[src/rtl/alu_share_ctrl.sv]
// Arbiter and sequencer that shares one multi-cycle ALU between two requesters.
// It holds the operands for a settle window, captures the result and flags, and owns the architectural flag register.
module alu_share_ctrl #(
    parameter int WIDTH  = 64,
    parameter int SETTLE = 2     // cycles operands are held on the ALU before capture, 1..15
) (
    input  logic             clk,
    input  logic             reset,

    input  logic             req0_valid,
    output logic             req0_ready,
    input  logic [WIDTH-1:0] req0_a,
    input  logic [WIDTH-1:0] req0_b,
    input  logic [2:0]       req0_op,
    input  logic             req0_setflags,

    input  logic             req1_valid,
    output logic             req1_ready,
    input  logic [WIDTH-1:0] req1_a,
    input  logic [WIDTH-1:0] req1_b,
    input  logic [2:0]       req1_op,
    input  logic             req1_setflags,

    output logic             rsp0_valid,
    output logic             rsp1_valid,
    output logic [WIDTH-1:0] rsp_result,
    output logic [3:0]       rsp_flags,

    output logic [WIDTH-1:0] alu_a,
    output logic [WIDTH-1:0] alu_b,
    output logic [2:0]       alu_op,
    input  logic [WIDTH-1:0] alu_result,
    input  logic [3:0]       alu_flags,

    output logic [3:0]       flags_q
);

    typedef enum logic [1:0] {
        S_IDLE,
        S_SETTLE,
        S_DONE
    } state_t;

    localparam logic [3:0] SETTLE_LOAD = 4'(SETTLE - 1);

    state_t     state;
    logic [3:0] count;
    logic       owner;
    logic       owner_setflags;
    logic       last_grant;
    logic       grant_any;
    logic       grant_sel;

    // NOTE: every variable written in always_comb gets a default first so no latch is inferred.
    always_comb begin
        grant_any = req0_valid | req1_valid;
        grant_sel = 1'b0;
        if (req0_valid && req1_valid)
            grant_sel = ~last_grant;
        else
            grant_sel = req1_valid;
    end

    // Ready is gated by reset so the async clear also silences the handshake.
    assign req0_ready = (state == S_IDLE) & ~reset & req0_valid & ~grant_sel;
    assign req1_ready = (state == S_IDLE) & ~reset & req1_valid &  grant_sel;

    // NOTE: sequential state uses non-blocking assignments only, so all registers update together at the edge.
    always_ff @(posedge clk or posedge reset) begin
        if (reset) begin
            state          <= S_IDLE;
            count          <= '0;
            owner          <= 1'b0;
            owner_setflags <= 1'b0;
            last_grant     <= 1'b1;
            alu_a          <= '0;
            alu_b          <= '0;
            alu_op         <= '0;
            rsp0_valid     <= 1'b0;
            rsp1_valid     <= 1'b0;
            rsp_result     <= '0;
            rsp_flags      <= '0;
            flags_q        <= '0;
        end else begin
            rsp0_valid <= 1'b0;
            rsp1_valid <= 1'b0;
            case (state)
                S_IDLE: begin
                    if (grant_any) begin
                        owner          <= grant_sel;
                        last_grant     <= grant_sel;
                        alu_a          <= grant_sel ? req1_a : req0_a;
                        alu_b          <= grant_sel ? req1_b : req0_b;
                        alu_op         <= grant_sel ? req1_op : req0_op;
                        owner_setflags <= grant_sel ? req1_setflags : req0_setflags;
                        count          <= SETTLE_LOAD;
                        state          <= S_SETTLE;
                    end
                end
                S_SETTLE: begin
                    if (count == 4'd0) begin
                        rsp_result <= alu_result;
                        rsp_flags  <= alu_flags;
                        if (owner_setflags)
                            flags_q <= alu_flags;
                        state <= S_DONE;
                    end else begin
                        count <= count - 4'd1;
                    end
                end
                S_DONE: begin
                    // The response pulse is registered on the way out of DONE.
                    rsp0_valid <= ~owner;
                    rsp1_valid <=  owner;
                    state      <= S_IDLE;
                end
                default: state <= S_IDLE;
            endcase
        end
    end

endmodule

[config.mk]
export PLATFORM = sky130hd
export DESIGN_NAME = alu_share_ctrl
export DESIGN_NICKNAME = d
export VERILOG_FILES = /design/src/rtl/alu_share_ctrl.sv
export SDC_FILE = /design/constraint.sdc
export NUM_CORES = 1
export LEC_CHECK = 0
export ABC_AREA = 1
export BUFFER_PORTS_ARGS = -buffer_cell sky130_fd_sc_hd__buf_4
export CORE_AREA = 4 4 210 212
export DETAILED_ROUTE_END_ITERATION = 8
export DIE_AREA = 0 0 214 216
export GPL_TIMING_DRIVEN = 0
export PLACE_DENSITY = 0.56
export SYNTH_ARGS = -nofsm -noshare
export SYNTH_HDL_FRONTEND = slang
export SYNTH_SLANG_ARGS = --single-unit
[constraint.sdc]
create_clock -name clk -period 7.6 [get_ports clk]
set_input_delay 0.38 -clock clk [delete_from_list [all_inputs] [get_ports clk]]
set_output_delay 0.38 -clock clk [all_outputs]
set_load 0.01 [all_outputs]
## Yosys cells after proc, flatten, opt, wreduce, memory -nomap -nowiden

Cells that the tools add are included.

- Reductions and logical operators: 9
- Add/subtract/negate cells: 1
- Muxes and demuxes: 13
- Bitwise gates (word level): 10
- Equal/unequal tests: 5

Operators with widths:

| operator | number |
|---|---|
| $mux W64 | 2 |
| $mux W4 | 2 |
| $pmux W4 S2 | 1 |
| $ne A2 B2 Y1 const B | 3 |
| $reduce_and A2 Y1 | 3 |
| $reduce_and A3 Y1 | 2 |
| $and A1 B1 Y1 | 5 |
| $logic_not A4 Y1 | 1 |
| $mux W1 | 4 |
| $mux W2 | 2 |
| $not A1 Y1 | 4 |
| $pmux W2 S2 | 1 |
| $sub A4 B1 Y4 const B | 1 |
| $mux W3 | 1 |
| $eq A2 B1 Y1 const B | 1 |
| $eq A2 B2 Y1 const B | 1 |
| $logic_not A2 Y1 | 1 |
| $reduce_bool A2 Y1 | 1 |
| $logic_and A1 B1 Y1 | 1 |
| $or A1 B1 Y1 | 1 |

- Input port bits: 336
- Logic and storage cells: 51
- Register bits: 214
- Output and inout bits: 207

## Depth between registers and ports, before layout

- Depth after elaboration: 4
- Mapped depth: 9
- Gate-level depth less buffers: 7

## Worst setup path before layout

OpenSTA, ideal clock, no wires.

- Kind: input to output
- Start: input reset
- End: output req0_ready
- Data required time: 7.220 ns
- Data arrival time: 5.604 ns
- Stages: 3
- Slack: 1.616 ns
- Path buffers: 0
- Cells stage by stage: inv_1 -> nand2_1 -> nor3b_1

- Cells in the longest elaborated chain, start to end: 4

RTL lines:

| element | line | source |
|---|---|---|
| start: declaration | 8 | `input logic reset,` |
| $not A1 Y1 | 65 | `assign req0_ready = (state == S_IDLE) & ~reset & req0_valid & ~grant_sel;` |
| $and A1 B1 Y1 (3 in series) | 65 |  |
| end: declaration | 11 | `output logic req0_ready,` |

Every way passes these cells.

## Worst setup path after layout

Same ends and word-level chain as after synthesis.

==> flow_summary.yaml <==
sta:
  tightest_slew_ps: 729.8
  finalMaxSlewViolations: 0
  slew_headroom_pct: 51.34
  skew_ps: 11.32
  finalHoldViolations: 0
  fmaxAchievable_mhz: 320.4
  period_needed_ps: 3121
  finalSetupViolations: 0
  period_share_pct: 41.07
  rsz0062_at_grt: "no"
global_route:
  grt_overflow: 0
  busiest_layer: "met2"
  grt_pass1_wl_um: 59850
  met1_usage_pct: 19.30
  grt_util_met3_pct: 3.516
  use_met2_pct: 28.98
  first_global_vias: 10308
  antenna_found_initial: 0
  grt_max_degree: 83
  grt_usage_pct: 16.24
detailed_routing:
  dr_total_vias: 10273
  drc: 0
  wl_per_cell_um: 16.18
  firstDrtPassIters: 7
  drt_iter0_drc: 546
  avgViaCountPerCell: 4.169
  ant_nets: 0
  drt-total-wl_um: 39860
power_and_ir_drop:
  leakage_nw: 8.993
  p_seq_share_pct: 32.9
  peakVddDrop_v: 0.0001599
  p_per_area_nw_per_um2: 396.7
  power_frac_comb_pct: 45.3
  power_mw: 6.116
  p_sw_mw: 2.403
  pwr-share-clk_pct: 21.8
  internal_power_mw: 3.713
  power.share.switching_pct: 39.29
floorplan:
  io-pin-count: 543
  rows: 75
  initial_core_util_pct: 23.05
  chipWidth_um: 214
  core_um2: 41950
  die_h_um: 216
  die-area_um2: 46220
clocking:
  cts_resized: 0
  cts_sinks: 214
  htree_levels: 1
  cts_buffers: 26
  cts_buffer_depth: 3
  cts.reportedPaths.clkPinSlew_ps: 60
  clock_latency_ps: 540
  post-cts-setup-buffers: 0
  clock-root-buffer: "clkbuf_16"
  cts_tree: "built"
logic_synthesis:
  synthMuxAreaShare_pct: 0
  synth_top_area_cell: "dfrtp_1"
  netlist_area_um2: 9668
  synth_compound_area_share_pct: 0.7636
  ys_top_cells_by_area: "dfrtp_1 (55%), nand2_1 (39%), buf_2 (1.9%), clkbuf_1 (1.1%), o21ai_0 (0.67%)"
  async_flop_share_pct: 100.0
  avgSynthCellArea_um2: 7.242
  yosysSeqAreaShare_pct: 55.40
  yosys_warnings: 0
  synth_edf_count: 0
  ys_top_cells_by_count: "nand2_1 (1005), dfrtp_1 (213), buf_2 (37), clkbuf_1 (28), o21ai_0 (13)"
  synth_cells: 1335
  yosysTopAreaCellShare_pct: 55.13
  synth_adder_area_share_pct: 0.1294
  synth-seq-cells: 214
  synthXorXnorAreaFrac_pct: 0.09059
  ys.flop_type: "dfrtp_1"
  synth_nets: 1672
  yosysMostFrequentCell: "nand2_1"
  synth_top_family_by_area: "simple AND/OR/NAND/NOR gates"
  yosys.area_share.simple_pct: 39.83
  ys_types: 20
hold_path:
  min_path_cells: 3
  hold_path.class: "primary input to flop"
setup_path:
  cp.required_ps: 7220
  arrival_ps: 2740
  path_max_fanout: 82
  reg2reg_slack_ps: 5660
  r2r_cells: 7
  critical_path_class: "primary input to output port"
  start_kind: "primary input"
  worstSetupEndpointType: "output port"
placement:
  place_congestion: 0.9238
  hpwlAfterDp_um: 31610
  io_buffers: 542
  placed_cells: 2418
  placed_cell_area_um2: 14470
layout:
  area_growth_pct: 59.47
  seqCellArea_um2: 5356
  drive_above_1_share_pct: 32.99
  multi_input_area_um2: 3946
  layout.cells.non_filler: 2464
  fillers: 4392
  fin_util_pct: 36.75
  layout.nets: 2245
  design_area_um2: 15420
  diodes: 0
run_status:
  status: "finished clean"
job:
  drv_cap: 0
## power by group through the flow
| stage | sequential [mW] | clock, mW | combinational, mW |
|---|---|---|---|
| finish | 2.01 | 1.33 | 2.77 |
| global route | 2.07 | 1.42 | 3.07 |
| CTS | 2.01 | 1.38 | 2.84 |
| detailed placement | 2.02 | 0 | 2.83 |
| global placement | 2.00 | 0 | 2.80 |
| floorplan | 2.22 | 0 | 1.10 |
## area by class of cell
cell class / instances / share of cell area (%)
Multi-Input combinational cell: 1037 / 25.60
Timing Repair Buffer: 545 / 26.81
Tap cell: 539 / 4.374
Clock buffer: 38 / 5.299
Clock inverter: 7 / 0.7547
Buffer: 70 / 2.029
Sequential cell: 214 / 34.74
Inverter: 14 / 0.3895
## sequential cells by signal (all words and copies together) (netlist names)
register,count
alu_a,64
alu_b,64
rsp_result,64
count,4
flags_q,4
rsp_flags,4
alu_op,3
state,2
last_grant,1
owner,1
owner_setflags,1
rsp0_valid,1
rsp1_valid,1
## metrics by stage
step / worst slack [ps] / hold slack, ps / setup TNS, ps
after floorplan: 1352 / 408.0 / 0
after global placement: -1498 / 425.6 / -313700
after detailed placement: 4931 / 430.3 / 0
after CTS: 4370 / 11.17 / 0
after global routing: 4172 / 18.10 / 0
final: 4479 / 48.85 / 0
## critical path, cell delays in order
cell and delay, ps:
dlygate4sd3_1 540, buf_4 150, inv_8 310, buf_16 380
buf_16 380, nand2_1 130, nor3b_1 210, buf_4 170
## per-layer routing
| metal | vias up | wire [um] |
|---|---|---|
| li1 | 5136 | - |
| met1 | 4676 | 16110 |
| met2 | 386 | 19870 |
| met3 | 75 | 2492 |
| met4 | 0 | 1397 |
| met5 | - | 0 |
## kinds of logic after synthesis
kind of cell | after synthesis
XOR/XNOR | 1
buffers and inverters | 84
AND/OR/NAND/NOR | 1021
adder cells (fa/ha/maj) | 1
flip-flops | 214
AO/OA/AOI/OAI | 14
## layout by cell type (no fill, tap or decap), drive strengths merged
cell         count
clkinv           3
bufinv           3
dlygate4sd3      1
dfrtp          213
ha               1
nor3b            1
clkbuf          66
xor2             1
buf            586
inv             14
nand3            2
nand4            1
o21ai           14
nor2             9
nor3             2
nand2         1006
dfstp            1
clkinvlp         1
## what timing repair did
action	in CTS	in global routing
hold endpoints to repair	59	0
hold buffers	1	0
endpoints found under the setup margin	0	0
## final timing paths
path	startpoint	endpoint
max reg2reg	state[0]	alu_a[15]
max	reset	req0_ready
min reg2reg	owner	rsp0_valid
min	alu_result[55]	rsp_result[55]
max in group asynchronous	reset	last_grant
min in group asynchronous	reset	rsp_result[43]
(Power assumes the default switching activity.)
